<file path="src/rtl/cnt_seq_pkg.sv">
// rtl/cnt_seq_pkg.sv - shared types and constants for the programmable counter sequencer
package cnt_seq_pkg;

  localparam int CNT_SEQ_W = 3;

  localparam logic DIR_UP   = 1'b0;
  localparam logic DIR_DOWN = 1'b1;

  // cnt_core operation codes
  localparam logic [1:0] CORE_HOLD = 2'd0;
  localparam logic [1:0] CORE_UP   = 2'd1;
  localparam logic [1:0] CORE_DOWN = 2'd2;
  localparam logic [1:0] CORE_LOAD = 2'd3;

  typedef enum logic [2:0] {
    ST_IDLE,
    ST_LOAD,
    ST_RUN,
    ST_HOLD,
    ST_DONE
  } cnt_seq_state_t;

  typedef struct packed {
    logic                 dir;
    logic [CNT_SEQ_W-1:0] lim;
    logic [3:0]           reps;
  } cnt_seq_seg_t;

  function automatic logic [1:0] step_op(input logic dir);
    return (dir == DIR_DOWN) ? CORE_DOWN : CORE_UP;
  endfunction

endpackage

</file>
<file path="src/rtl/cnt_core.sv">
// rtl/cnt_core.sv - W-bit wrapping counter register with hold/up/down/load and target compare
module cnt_core
  import cnt_seq_pkg::*;
#(
  parameter int W = 3
) (
  input  logic         clk,
  input  logic         rst,
  input  logic [1:0]   op,
  input  logic [W-1:0] load_val,
  input  logic [W-1:0] lim,
  output logic [W-1:0] cnt,
  output logic         at_lim
);

  always_ff @(posedge clk or negedge rst) begin
    if (!rst) begin
      cnt <= '0;
    end else begin
      case (op)
        CORE_UP:   cnt <= cnt + W'(1);
        CORE_DOWN: cnt <= cnt - W'(1);
        CORE_LOAD: cnt <= load_val;
        default:   cnt <= cnt;
      endcase
    end
  end

  // Compared against the registered value so a step decision never sees its own result
  assign at_lim = (cnt == lim);

endmodule

</file>
<file path="src/rtl/cnt_seq_ctrl.sv">
// rtl/cnt_seq_ctrl.sv - slot-programmed up/down counter sequencer
// Optional pause/resume/abort HOLD state: CNT_SEQ_PAUSE_EN
module cnt_seq_ctrl
  import cnt_seq_pkg::*;
#(
  parameter int W    = CNT_SEQ_W,
  parameter int NSEG = 4,
  localparam int AW  = $clog2(NSEG),
  localparam int LW  = AW + 1
) (
  input  logic          clk,
  input  logic          rst,
  input  logic          cfg_we,
  input  logic [AW-1:0] cfg_addr,
  input  logic          cfg_dir,
  input  logic [W-1:0]  cfg_lim,
  input  logic [3:0]    cfg_reps,
  input  logic [LW-1:0] len,
  input  logic          start,
  input  logic          stop,
  output logic [W-1:0]  cnt,
  output logic [AW-1:0] seg_idx,
  output logic          busy,
  output logic          done,
  output logic          cfg_err
);

  cnt_seq_state_t state_q, state_d;
  cnt_seq_seg_t   slots_q [NSEG];
  cnt_seq_seg_t   cur;

  logic [AW-1:0] seg_idx_d;
  logic [W-1:0]  base_q, base_d;
  logic [3:0]    rep_q, rep_d;
  logic [LW-1:0] len_q, len_d;
  logic [LW-1:0] len_sat;
  logic [1:0]    op;
  logic          at_lim;
  logic          last_seg;

  assign cur      = slots_q[seg_idx];
  assign len_sat  = (len > LW'(NSEG)) ? LW'(NSEG) : len;
  assign last_seg = (LW'(seg_idx) + LW'(1)) >= len_q;
  assign busy     = (state_q == ST_LOAD) || (state_q == ST_RUN) || (state_q == ST_HOLD);
  assign done     = (state_q == ST_DONE);

  cnt_core #(.W(W)) u_core (
    .clk      (clk),
    .rst      (rst),
    .op       (op),
    .load_val (base_q),
    .lim      (cur.lim),
    .cnt      (cnt),
    .at_lim   (at_lim)
  );

  always_ff @(posedge clk or negedge rst) begin
    if (!rst) state_q <= ST_IDLE;
    else      state_q <= state_d;
  end

  always_comb begin
    state_d   = state_q;
    op        = CORE_HOLD;
    seg_idx_d = seg_idx;
    base_d    = base_q;
    rep_d     = rep_q;
    len_d     = len_q;
    case (state_q)
      ST_IDLE: begin
        if (start) begin
          state_d = ST_LOAD;
          len_d   = len_sat;
        end
      end
      ST_LOAD: begin
        seg_idx_d = '0;
        base_d    = cnt;
        rep_d     = '0;
        state_d   = (len_q == '0) ? ST_DONE : ST_RUN;
      end
      ST_RUN: begin
        // A pause or abort must freeze the counter on the very edge it is seen
        if (stop) begin
`ifdef CNT_SEQ_PAUSE_EN
          state_d = ST_HOLD;
`else
          state_d = ST_IDLE;
`endif
        end else if (!at_lim) begin
          op = step_op(cur.dir);
        end else if (rep_q < cur.reps) begin
          op    = CORE_LOAD;
          rep_d = rep_q + 4'd1;
        end else if (!last_seg) begin
          seg_idx_d = seg_idx + AW'(1);
          base_d    = cnt;
          rep_d     = '0;
        end else begin
          state_d = ST_DONE;
        end
      end
`ifdef CNT_SEQ_PAUSE_EN
      ST_HOLD: begin
        if (stop)       state_d = ST_IDLE;
        else if (start) state_d = ST_RUN;
      end
`endif
      ST_DONE: state_d = ST_IDLE;
      default: state_d = ST_IDLE;
    endcase
  end

  always_ff @(posedge clk or negedge rst) begin
    if (!rst) begin
      seg_idx <= '0;
      base_q  <= '0;
      rep_q   <= '0;
      len_q   <= '0;
      cfg_err <= 1'b0;
      for (int i = 0; i < NSEG; i++) begin
        slots_q[i] <= '{dir: DIR_UP, lim: '0, reps: '0};
      end
    end else begin
      seg_idx <= seg_idx_d;
      base_q  <= base_d;
      rep_q   <= rep_d;
      len_q   <= len_d;
      cfg_err <= cfg_we && busy;
      if (cfg_we && !busy) begin
        slots_q[cfg_addr] <= '{dir: cfg_dir, lim: cfg_lim, reps: cfg_reps};
      end
    end
  end

endmodule

</file>
<file path="config.mk">
export PLATFORM = sky130hd
export DESIGN_NAME = cnt_seq_ctrl
export DESIGN_NICKNAME = d
export VERILOG_FILES = /design/src/rtl/cnt_seq_pkg.sv /design/src/rtl/cnt_core.sv /design/src/rtl/cnt_seq_ctrl.sv
export SDC_FILE = /design/constraint.sdc
export NUM_CORES = 1
export LEC_CHECK = 0
export ABC_AREA = 1
export CAP_MARGIN = 25
export CORE_MARGIN = 4
export CORE_UTILIZATION = 36
export CTS_CLUSTER_SIZE = 16
export DETAILED_ROUTE_END_ITERATION = 16
export PLACE_DENSITY = 0.65
export SLEW_MARGIN = 20
export SYNTH_ARGS = -nofsm -noshare
export SYNTH_HDL_FRONTEND = slang
export SYNTH_HIERARCHICAL = 1
export SYNTH_SLANG_ARGS = --single-unit
export TNS_END_PERCENT = 1
</file>
<file path="constraint.sdc">
create_clock -name clk -period 3.8 [get_ports clk]
set_input_delay 0.57 -clock clk [delete_from_list [all_inputs] [get_ports clk]]
set_output_delay 0.57 -clock clk [all_outputs]
set_load 0.01 [all_outputs]
</file>
### Word-level counts from Yosys, hierarchy flattened

Cells that the tools add are included.

* output and inout bits: 8
* word-level logic and storage cells: 98
* input bits: 18
* register bits: 51

* reductions and logical operators: 14
* eq/ne operators: 17
* $add $sub $neg: 5
* bitwise operators: 2
* muxes and demuxes: 35
* magnitude comparators: 6

Operators by type and width (number)
* $mux 3: 11
* $bwmux 32: 1
* $mux 8: 3
* $mux 2: 9
* $pmux 3 s3: 2
* $bmux 8 s2: 1
* $demux 8 s2: 1
* $mux 4: 4
* $ne 2x2->1 const B: 5
* $ne 3x3->1 const B: 3
* $pmux 4 s2: 1
* $reduce_and 4->1: 2
* $eq 3x2->1 const B: 2
* $ge 3x3->1 const B: 2
* $logic_not 3->1: 2
* $not 2->3: 2
* $pmux 3 s2: 1
* $reduce_and 5->1: 1
* $add 4x1->4 const B: 1
* $eq 2x2->1 const B: 2
* $lt 4x4->1: 1
* $pmux 2 s2: 1
* $add 2x1->3 const B: 1
* $add 3x1->3 const B: 1
* other kinds (16): 19

### Longest topological paths before layout

Gate-level depths: netlist (run 1).

* depth after elaboration: 11
* depth in mapped cells: 21
* mapped depth without buffers: 20

### Modules after synthesis

The synthesis (run 1) kept the hierarchy.

Modules (own cells, without submodules)
* cnt_seq_ctrl: cells each 297, area an instance 2469.9 µm², instances 1, sequential area each 1201.2 µm²
* cnt_core: cells each 36, area an instance 246.5 µm², instances 1, sequential area each 75.1 µm²

### Worst setup path before layout (run 1)

No wires, ideal clock.

* path type: register -> register
* start point: register seg_idx[0]
* end point: register u_core.cnt[2]
* period minus slack after synthesis: 3.296 ns
* path slack: 0.504 ns
* stages on the path, launching flop included: 18
* setup time: 0.117 ns
* buffers on the path: 2
* arrival: 3.179 ns
* cell sequence: dfrtp_1 -> buf_4 -> inv_2 -> clkbuf_1 -> nand2_1 -> a32o_1 -> ha_1 -> a21oi_1 -> nand2_1 -> nand2_1 -> nand2_1 -> nor2_1 -> nor2_1 -> fa_1 -> nand2_1 -> nand3_1 -> nand3_1 -> nand2_1

* word-level cells in the longest chain between the ends: 11
* elaborated cells between the ends (all ways): 16
* those cells by class: 1 x order compare; 4 x eq/ne; 9 x mux; 1 x bitwise; 1 x reduce/logical

Ends and longest elaborated chain
* from (decl): line cnt_seq_ctrl.sv:22 `output logic [AW-1:0] seg_idx,`
* from (signal assigned): line cnt_seq_ctrl.sv:125 `seg_idx <= seg_idx_d;`
* $not 2->3 (implied by the code) *: line cnt_seq_ctrl.sv:41 `assign cur = slots_q[seg_idx];`
* $bmux 8 s2 *: line cnt_seq_ctrl.sv:41
* $mux 8 (implied by the code) * (2 in series): line cnt_seq_ctrl.sv:41
* $lt 4x4->1: line cnt_seq_ctrl.sv:92 `end else if (rep_q < cur.reps) begin`
* $mux 2: line cnt_seq_ctrl.sv:92
* $mux 2 *: line cnt_seq_ctrl.sv:90 `end else if (!at_lim) begin`
* $mux 2 *: line cnt_seq_ctrl.sv:84 `if (stop) begin`
* $mux 2 *: line cnt_seq_ctrl.sv:69 `case (state_q)`
* net op[0]: line cnt_seq_ctrl.sv:37 `logic [1:0] op;`
* $eq 2x2->1 / $eq 2x1->1 (equally long branches): line cnt_core.sv:20 `case (op)`
* $pmux 3 s3 / $reduce_bool 3->1 (equally long branches)
* to (signal assigned): line cnt_core.sv:21 `CORE_UP: cnt <= cnt + W'(1);`
* to (signal assigned): line cnt_core.sv:22 `CORE_DOWN: cnt <= cnt - W'(1);`
* to (signal assigned): line cnt_core.sv:23 `CORE_LOAD: cnt <= load_val;`
* to (decl): line cnt_core.sv:12 `output logic [W-1:0] cnt,`

Mark *: on every way through the listed nets, which the timed path passes. The rest lies on a longest branch. The select of a mux whose other input is x is not followed.
A chain may end at the register's enable or synchronous reset.

### Worst setup path in the final report (run 1)

* start point: register seg_idx[1]
* end point: register u_core.cnt[2]

The elaborated chain is that of the path after synthesis.

==> flow_metrics.tcl, run 1 <==
set metrics [dict create \
    slew_headroom_pct 67.0 \
    path_buf_inv 3 \
    cts_root_buffer "clkbuf_8" \
    drc 0 \
    drive_above_1_share_pct 8.03 \
    cp.arrival_ns 3.36 \
    portBuffers 25 \
    vias_per_cell 4.78 \
    n_antenna_cell 0 \
    fin_nets 387 \
    worstMarginPinSlew_ns 0.495 \
    cp_max_fo 12 \
    dp_slack_ns 0.759 \
    area_growth_pct 16.6 \
    end_kind "register" \
    irDropWorstVdd_mv 0.261 \
    postSynthAreaPerCell_um2 8.16 \
    r2r-start "seg_idx[1]$_DFFE_PN0P_" \
    critPathKind "reg -> reg" \
    post_drt_wl_per_cell_um 12.9 \
    io_pins 26 \
    cts_hold_buffers 0 \
    place_inst 452 \
    start_util_pct 37.3 \
    antenna_found_initial 0 \
    maxCapViolations 0 \
    drv_slew 0 \
    die_h_um 94.9 \
    postCtsSetupRepairBufs 0 \
    rows 31 \
    first_pass_iters 4 \
    cpMostUsedCell "nand2_1" \
    worstPathRequired_ns 4.06 \
    grt_max_degree 38 \
    clk_latency_ns 0.31 \
    numClockSinks 51 \
    gr-total-overflow 0 \
    grt_pass1_wl_um 10000 \
    clock_path_buffers 2 \
    hold_violations 0 \
    die_w_um 94.9 \
    path_cells "inv_1, a21oi_1, a32o_1, ha_1, a21oi_1, buf_4, nand2_1, nand2_1, nand2_1, nor2_1, nor2_1, fa_1, inv_1, nand2_1, nand3_1, nand3_1, nand2_1" \
    yosysSeqAreaShare_pct 47.0 \
    syn_inst 333 \
    antenna_left 0 \
    fmax_mhz 322 \
    critPathTopFamily "simple AND/OR/NAND/NOR gates" \
    rsz0062_at_grt "no" \
    setup_viol 0 \
    fin_util_pct 43.4 \
    start_kind "register" \
    cts_buffers 5 \
    routed_wl_um 5930 \
    final_cells 460 \
    clk_pin_slew_ns 0.10 \
    core_um2 7290 \
    synth_cell_types 32 \
    slowest_stage "dfrtp_1" \
    r2r_end "u_core/cnt[2]$_DFFE_PN0P_" \
    hpwl_um 4290 \
    ys_warn_count 6 \
    die_area_um2 9000 \
    fillers 777 \
    power_density_nw_per_um2 721 \
    first_iter_violations 55 \
    r2r_slack_ns 0.70 \
    h-tree-depth 2 \
    status "complete, no violations" \
    slowest_delay_ns 0.50 \
    total_power_mw 2.29 \
    leakage_nw 1.59 \
    final_common_cell "nand2_1" \
    r2r_cells 17 \
    hold_class "in -> async" \
    finClkSkew_ns 0.0111 \
    layout_min_cycle_time_ns 3.10 \
    post_cts_resized 0 \
    setup_slack_ns 0.698 \
    post-route-period-util_pct 81.6 \
    ys_ff_latch 51 \
    cts_tree "yes" \
    grt_pass1_vias 2142 \
    syn_area_um2 2720 \
    postSynthNetCount 360 \
    place.gp.congestion 0.810 \
    fin_tns_setup_ns 0 \
    final_cell_mix "nand2_1 (94), dfrtp_1 (51), o21ai_0 (40)" \
    track_usage_pct 14.2 \
    via_count 2201 \
]
[worst max-delay path by stage]
| stage | start | end | slack [ns] | cells past startpoint |
|---|---|---|---|---|
| 2_1_floorplan | seg_idx[0]$_DFFE_PN0P_ | u_core/cnt[2]$_DFFE_PN0P_ | 0.50 | 17 |
| 3_3_place_gp | seg_idx[1]$_DFFE_PN0P_ | u_core/cnt[2]$_DFFE_PN0P_ | 0.86 | 17 |
| 3_5_place_dp | seg_idx[1]$_DFFE_PN0P_ | u_core/cnt[2]$_DFFE_PN0P_ | 0.76 | 17 |
| 4_1_cts | seg_idx[1]$_DFFE_PN0P_ | u_core/cnt[2]$_DFFE_PN0P_ | 0.69 | 17 |
| 5_1_grt | seg_idx[1]$_DFFE_PN0P_ | u_core/cnt[2]$_DFFE_PN0P_ | 0.39 | 17 |
| 6_report | seg_idx[1]$_DFFE_PN0P_ | u_core/cnt[2]$_DFFE_PN0P_ | 0.70 | 17 |
[cells by family after synthesis]
kind of cell               share of synthesized area [%]
and+or+nand+nor                                     28.1
AOI/OAI and AO/OA                                   11.4
DFF                                                 47.0
buffers and inverters                               7.46
adders and majority gates                           4.42
xor gates and xnor gates                            1.61
[worst register-to-register path, delay by kind of cell, from the launching register on]
kind	cells	cell delay (ns)
simple gates	9	0.82
fa+ha+maj	2	0.70
buf+inv	3	0.60
flops	1	0.50
compound gates	3	0.44
[synth_stat cells]
cell type | number | share of area (%)
nor3_1 | 3 | 0.55
o21ai_0 | 40 | 7.4
dfrtp_1 | 51 | 47
nor2_1 | 26 | 3.6
xor2_1 | 3 | 0.97
a32oi_1 | 1 | 0.32
a32o_1 | 3 | 1.1
clkinv_4 | 1 | 0.32
nor2_2 | 1 | 0.23
or2_2 | 1 | 0.23
nand3_4 | 3 | 1.9
o32ai_1 | 1 | 0.32
nand2_2 | 3 | 0.69
nand3_1 | 23 | 4.2
buf_6 | 2 | 0.83
inv_1 | 35 | 4.8
or2_0 | 1 | 0.23
or2_1 | 1 | 0.23
buf_2 | 2 | 0.37
nand3b_1 | 3 | 0.83
o22ai_1 | 3 | 0.69
a21oi_1 | 7 | 1.3
a21boi_0 | 1 | 0.28
clkbuf_1 | 3 | 0.41
nand2_1 | 94 | 13
nand2_4 | 4 | 1.7
xnor2_1 | 2 | 0.64
buf_4 | 1 | 0.28
fa_1 | 1 | 0.74
inv_2 | 3 | 0.41
ha_1 | 8 | 3.7
nand3_2 | 2 | 0.74
[power by group]
part / switching (mW) / internal, mW
logic: 0.563 / 0.394
clock network: 0.194 / 0.199
registers: 0.170 / 0.765
[cell type report]
cell class | instances | area [um^2] | share of cell area, %
multi-input combinational | 235 | 1240 | 39.1
timing repair buffer | 28 | 268 | 8.45
clock buffer | 6 | 72.6 | 2.29
sequential | 51 | 1280 | 40.3
clock inverter | 2 | 38.8 | 1.22
inverter | 39 | 151 | 4.78
tap | 99 | 124 | 3.91
[layer usage]
| layer | global-route usage, % | up-vias | share of wire (%) |
|---|---|---|---|
| li1 | - | 1125 | - |
| met1 | 19.0 | 1024 | 48 |
| met2 | 23.2 | 46 | 46 |
| met3 | 2.87 | 6 | 5.2 |
| met4 | 4.33 | 0 | 1.1 |
| met5 | 0 | - | 0 |
[state kept, by name, summed over array words and instances, names as in the netlist]
signal / count
slots_q: 32
cfg_err: 1
state_q: 3
seg_idx: 2
u_core/cnt: 3
base_q: 3
rep_q: 4
len_q: 3
[per-stage QoR]
step                      instance area, um^2  hold slack [ns]
final                                    3170            0.155
after CTS                                3170            0.168
after detailed placement                 3060            0.457
after global routing                     3170            0.183
after floorplan                          2720            0.274
after global placement                   3060            0.449
Power figures use the tool's default switching activity.
==> run 2: changes to the inputs <==
- clock period: 3.8 -> 3.2 ns (I/O delays scaled with it)
==> flow_metrics.tcl, run 2 (synthesis results as in run 1) <==
set metrics [dict create \
    status "complete, no violations" \
    reg_top3 "slots_q (32), rep_q (4)" \
    finClkSkew_ns 0.00945 \
    numClockSinks 51 \
    total_power_mw 2.62 \
    hpwl_um 4360 \
    final_cell_mix "nand2_1 (94), dfrtp_1 (50), o21ai_0 (40)" \
    drv_slew 0 \
    gr-total-overflow 0 \
    rows 31 \
    irDropWorstVdd_mv 0.283 \
    cts_root_buffer "clkbuf_8" \
    leakage_nw 1.58 \
    antenna_left 0 \
    first_iter_violations 45 \
    hold_violations 0 \
    fmax_mhz 341 \
    pwr-share-clk_pct 14.1 \
    clock_path_buffers 2 \
    die_area_um2 9000 \
    cpMostUsedCell "nand2_1" \
    r2r_cells 18 \
    area_growth_pct 16.2 \
    start_kind "register" \
    place.gp.congestion 0.796 \
    slowest_delay_ns 0.51 \
    slew_headroom_pct 48.2 \
    die_h_um 94.9 \
    slowest_stage "dfrtp_2" \
    post_drt_wl_per_cell_um 12.7 \
    h-tree-depth 2 \
    internal_power_mw 1.54 \
    first_pass_iters 4 \
    cts_buffers 5 \
    final_cells 461 \
    rsz0062_at_grt "no" \
    end_kind "register" \
    vias_per_cell 4.76 \
    drc 0 \
    grt_max_degree 34 \
    r2r_end "u_core/cnt[2]$_DFFE_PN0P_" \
    regMostFlops "slots_q" \
    seqPwrFrac_pct 42.3 \
    cts_tree "yes" \
    n_antenna_cell 0 \
    power_density_nw_per_um2 831 \
    track_usage_pct 14.3 \
    critPathKind "reg -> reg" \
    worstPathRequired_ns 3.45 \
    dp_slack_ns 0.161 \
    maxCapViolations 0 \
    clk_latency_ns 0.31 \
    final_common_cell "nand2_1" \
    antenna_found_initial 0 \
    portBuffers 25 \
    final_area_um2 3160 \
    dpl-instance-area_um2 3070 \
    routed_wl_um 5840 \
    post-route-period-util_pct 91.5 \
    fin_tns_setup_ns 0 \
    grt_pass1_wl_um 10200 \
    setup_slack_ns 0.271 \
    cp.arrival_ns 3.18 \
    setup_viol 0 \
    switchingPower_mw 1.09 \
    layout_min_cycle_time_ns 2.93 \
    io_pins 26 \
    largest_reg_flops 32 \
    r2r-start "seg_idx[0]$_DFFE_PN0P_" \
    via_count 2196 \
    worstMarginPinSlew_ns 0.776 \
    cp_max_fo 16 \
    fin_nets 388 \
    drive_above_1_share_pct 8.84 \
    r2r_slack_ns 0.27 \
    switching_share_pct 41.5 \
    comb_power_share_pct 43.6 \
    core_um2 7290 \
    start_util_pct 37.3 \
    hold_class "in -> async" \
    path_cells "inv_4, nand2_1, a32o_1, ha_1, nand2_1, inv_1, nand2_4, nand2_1, nand2_1, nand2_1, nor2_1, nor2_1, fa_1, inv_1, nand2_1, nand3_1, nand3_1, nand2_1" \
    place_inst 453 \
    grt_pass1_vias 2203 \
    die_w_um 94.9 \
    clk_pin_slew_ns 0.09 \
    fillers 781 \
]
## run 2: worst max-delay path: cells and delay by family, from the launching register on
kind,cells,cell delay [ns]
AND/OR/NAND/NOR,12,1.11
AO/OA/AOI/OAI,1,0.22
flip-flops,1,0.51
adder cells (fa/ha/maj),2,0.71
buffers and inverters,3,0.32
## run 2: timing repair
| action | 4_1_cts | 5_1_grt |
|---|---|---|
| setup endpoints to repair | 0 | 2 |
| hold endpoints to repair | 0 | 0 |
| setup buffers | 0 | 0 |
| resized for setup | 0 | 2 |
| hold buffers | 0 | 0 |
## run 2: layout make-up
cell class | count | area (um^2) | area share (%)
clock inverter | 2 | 12.5 | 0.396
sequential | 51 | 1280 | 40.5
clock buffer | 6 | 72.6 | 2.30
multi-input combinational | 235 | 1240 | 39.3
timing repair buffer | 29 | 275 | 8.72
inverter | 39 | 154 | 4.88
tap | 99 | 124 | 3.92
## run 2: worst max path at each step
stage / from / endpoint / slack (ns) / depth (start not counted)
2_1_floorplan: seg_idx[0]$_DFFE_PN0P_ / u_core/cnt[2]$_DFFE_PN0P_ / 0.07 / 17
3_3_place_gp: seg_idx[0]$_DFFE_PN0P_ / u_core/cnt[1]$_DFFE_PN0P_ / 0.33 / 16
3_5_place_dp: seg_idx[0]$_DFFE_PN0P_ / u_core/cnt[2]$_DFFE_PN0P_ / 0.16 / 17
4_1_cts: seg_idx[0]$_DFFE_PN0P_ / u_core/cnt[2]$_DFFE_PN0P_ / 0.14 / 18
5_1_grt: seg_idx[0]$_DFFE_PN0P_ / u_core/cnt[2]$_DFFE_PN0P_ / 0.02 / 18
6_report: seg_idx[0]$_DFFE_PN0P_ / u_core/cnt[2]$_DFFE_PN0P_ / 0.27 / 18
## run 2: through the flow
step / hold WS [ns] / utilization (%)
after floorplan: 0.184 / -
after global placement: 0.448 / 42.1
after detailed placement: 0.454 / 42.1
after CTS: 0.269 / 43.2
after global routing: 0.305 / 43.3
final: 0.242 / 43.3
## run 2: layer usage
| metal | vias to the layer above | part of all wire (%) | global-route usage (%) |
|---|---|---|---|
| met2 | 36 | 46 | 24.2 |
| met4 | 0 | 1.5 | 4.09 |
| li1 | 1131 | - | - |
| met3 | 9 | 3.6 | 2.95 |
| met5 | - | 0 | 0 |
| met1 | 1020 | 49 | 18.4 |
## run 2: power by group through the flow
stage          Sequential, mW  Combinational [mW]  Clock [mW]
2_1_floorplan            1.07               0.867           0
3_3_place_gp             1.12                1.11           0
3_5_place_dp             1.12                1.15           0
4_1_cts                  1.11                1.16       0.385
5_1_grt                  1.14                1.33       0.410
6_report                 1.11                1.14       0.370
==> run 3: changes to the inputs <==
- CORE_ASPECT_RATIO: default -> 0.7
==> flow_metrics.tcl, run 3 (synthesis results as in run 1) <==
set metrics [dict create \
    status "complete, no violations" \
    slowest_stage "dfrtp_2" \
    final_common_cell "nand2_1" \
    place.gp.congestion 0.819 \
    largest_reg_flops 32 \
    setup_viol 0 \
    irDropWorstVdd_mv 0.333 \
    post-route-period-util_pct 90.3 \
    r2r_cells 15 \
    cts_buffers 5 \
    path_cells "clkinvlp_4, a32o_1, ha_1, nand2_1, inv_1, nand2_4, nand2_1, nand2_1, nand2_1, nor2_1, inv_1, nor2_1, fa_1, nand3_1, nand3_1" \
    fmax_mhz 346 \
    maxCapViolations 0 \
    die_area_um2 9020 \
    grt_pass1_wl_um 9780 \
    post_drt_wl_per_cell_um 12.4 \
    gr-total-overflow 0 \
    leakage_nw 1.59 \
    hold_class "in -> async" \
    die_h_um 80.7 \
    fin_tns_setup_ns 0 \
    hold_violations 0 \
    start_kind "register" \
    total_power_mw 2.63 \
    antenna_left 0 \
    hpwl_um 4370 \
    io_pins 26 \
    cts_tree "yes" \
    clk_pin_slew_ns 0.09 \
    via_count 2185 \
    fin_nets 389 \
    portBuffers 25 \
    finClkSkew_ns 0.00559 \
    drc 0 \
    cts_root_buffer "clkbuf_8" \
    h-tree-depth 2 \
    first_iter_violations 121 \
    critPathTopFamily "simple AND/OR/NAND/NOR gates" \
    antenna_found_initial 0 \
    area_growth_pct 16.6 \
    final_cell_mix "nand2_1 (94), dfrtp_1 (50), o21ai_0 (40)" \
    first_pass_iters 4 \
    core_um2 7320 \
    cts_hold_buffers 0 \
    cp_max_fo 9 \
    rows 26 \
    n_antenna_cell 0 \
    clock_path_buffers 2 \
    slowest_delay_ns 0.46 \
    start_util_pct 37.1 \
    drv_slew 0 \
    cp.arrival_ns 3.08 \
    drive_above_1_share_pct 9.64 \
    critPathKind "reg -> reg" \
    r2r_end "u_core/cnt[1]$_DFFE_PN0P_" \
    vias_per_cell 4.74 \
    numClockSinks 51 \
    path_buf_inv 3 \
    rsz0062_at_grt "no" \
    worstPathRequired_ns 3.38 \
    r2r-start "seg_idx[1]$_DFFE_PN0P_" \
    track_usage_pct 13.4 \
    routed_wl_um 5710 \
    clk_latency_ns 0.30 \
    power_density_nw_per_um2 829 \
    layout_min_cycle_time_ns 2.89 \
    cpMostUsedCell "nand2_1" \
    r2r_slack_ns 0.31 \
    reg_top3 "slots_q (32), rep_q (4)" \
    die_w_um 112 \
    grt_max_degree 27 \
    grt_pass1_vias 2047 \
    slew_headroom_pct 61.0 \
    worstMarginPinSlew_ns 0.586 \
    regMostFlops "slots_q" \
    end_kind "register" \
]
run 3: changes by cell type in the layout (fill, tap and decap cells not counted):
cell	before	now
nor2_2	1	3
buf_4	4	5
inv_1	35	34
nor2_1	26	24
clkbuf_1	1	2
run 3: worst max path at each step:
stage / depth (start not counted) / from / endpoint
finish: 15 / seg_idx[1]$_DFFE_PN0P_ / u_core/cnt[1]$_DFFE_PN0P_
global route: 18 / seg_idx[1]$_DFFE_PN0P_ / u_core/cnt[2]$_DFFE_PN0P_
CTS: 18 / seg_idx[1]$_DFFE_PN0P_ / u_core/cnt[2]$_DFFE_PN0P_
detailed placement: 18 / seg_idx[1]$_DFFE_PN0P_ / u_core/cnt[2]$_DFFE_PN0P_
global placement: 16 / seg_idx[1]$_DFFE_PN0P_ / u_core/cnt[1]$_DFFE_PN0P_
floorplan: 17 / seg_idx[0]$_DFFE_PN0P_ / u_core/cnt[2]$_DFFE_PN0P_
run 3: routing by layer:
metal	wire length (um)	track usage (%)	vias to the layer above
met5	0	0	-
li1	-	-	1131
met4	53	3.65	0
met2	2310	19.6	33
met3	249	3.39	5
met1	3100	19.6	1016
run 3: worst reg2reg max path, stage by stage, from the launching register on:
cell and delay [ns]:
dfrtp_2 0.46, clkinvlp_4 0.21, a32o_1 0.31, ha_1 0.30
nand2_1 0.07, inv_1 0.06, nand2_4 0.11, nand2_1 0.08
nand2_1 0.06, nand2_1 0.10, nor2_1 0.23, inv_1 0.09
nor2_1 0.13, fa_1 0.43, nand3_1 0.10, nand3_1 0.07
run 3: through the flow:
stage	instance area (um^2)	hold slack, ns	setup slack [ns]	cells	utilization [%]
floorplan	2720	0.184	0.0723	333	-
global placement	3060	0.456	0.377	451	41.8
detailed placement	3060	0.453	0.226	451	41.8
CTS	3140	0.185	0.188	459	42.9
global route	3170	0.201	0.0128	461	43.3
finish	3170	0.171	0.309	461	43.3
run 3: area by class of cell:
type | instances | area [um^2]
inverters | 39 | 158
clock inverters | 1 | 5.00
well taps | 98 | 123
clock buffers | 7 | 76.3
fillers | 748 | 4150
multi-input cells | 235 | 1250
repair buffers | 30 | 283
flip-flops and latches | 51 | 1280
run 3: timing repair:
action | 4_1_cts | 5_1_grt
endpoints found under the setup margin | 0 | 2
buffers inserted | 0 | 2
endpoints found under the hold margin | 0 | 0
resized for setup | 0 | 5
run 3: power by group:
part           leakage [nW]  total, mW  switching [mW]  internal (mW)
combinational         0.901       1.15           0.679          0.474
clock                0.0422      0.355           0.202          0.154
sequential            0.642       1.12           0.208          0.910
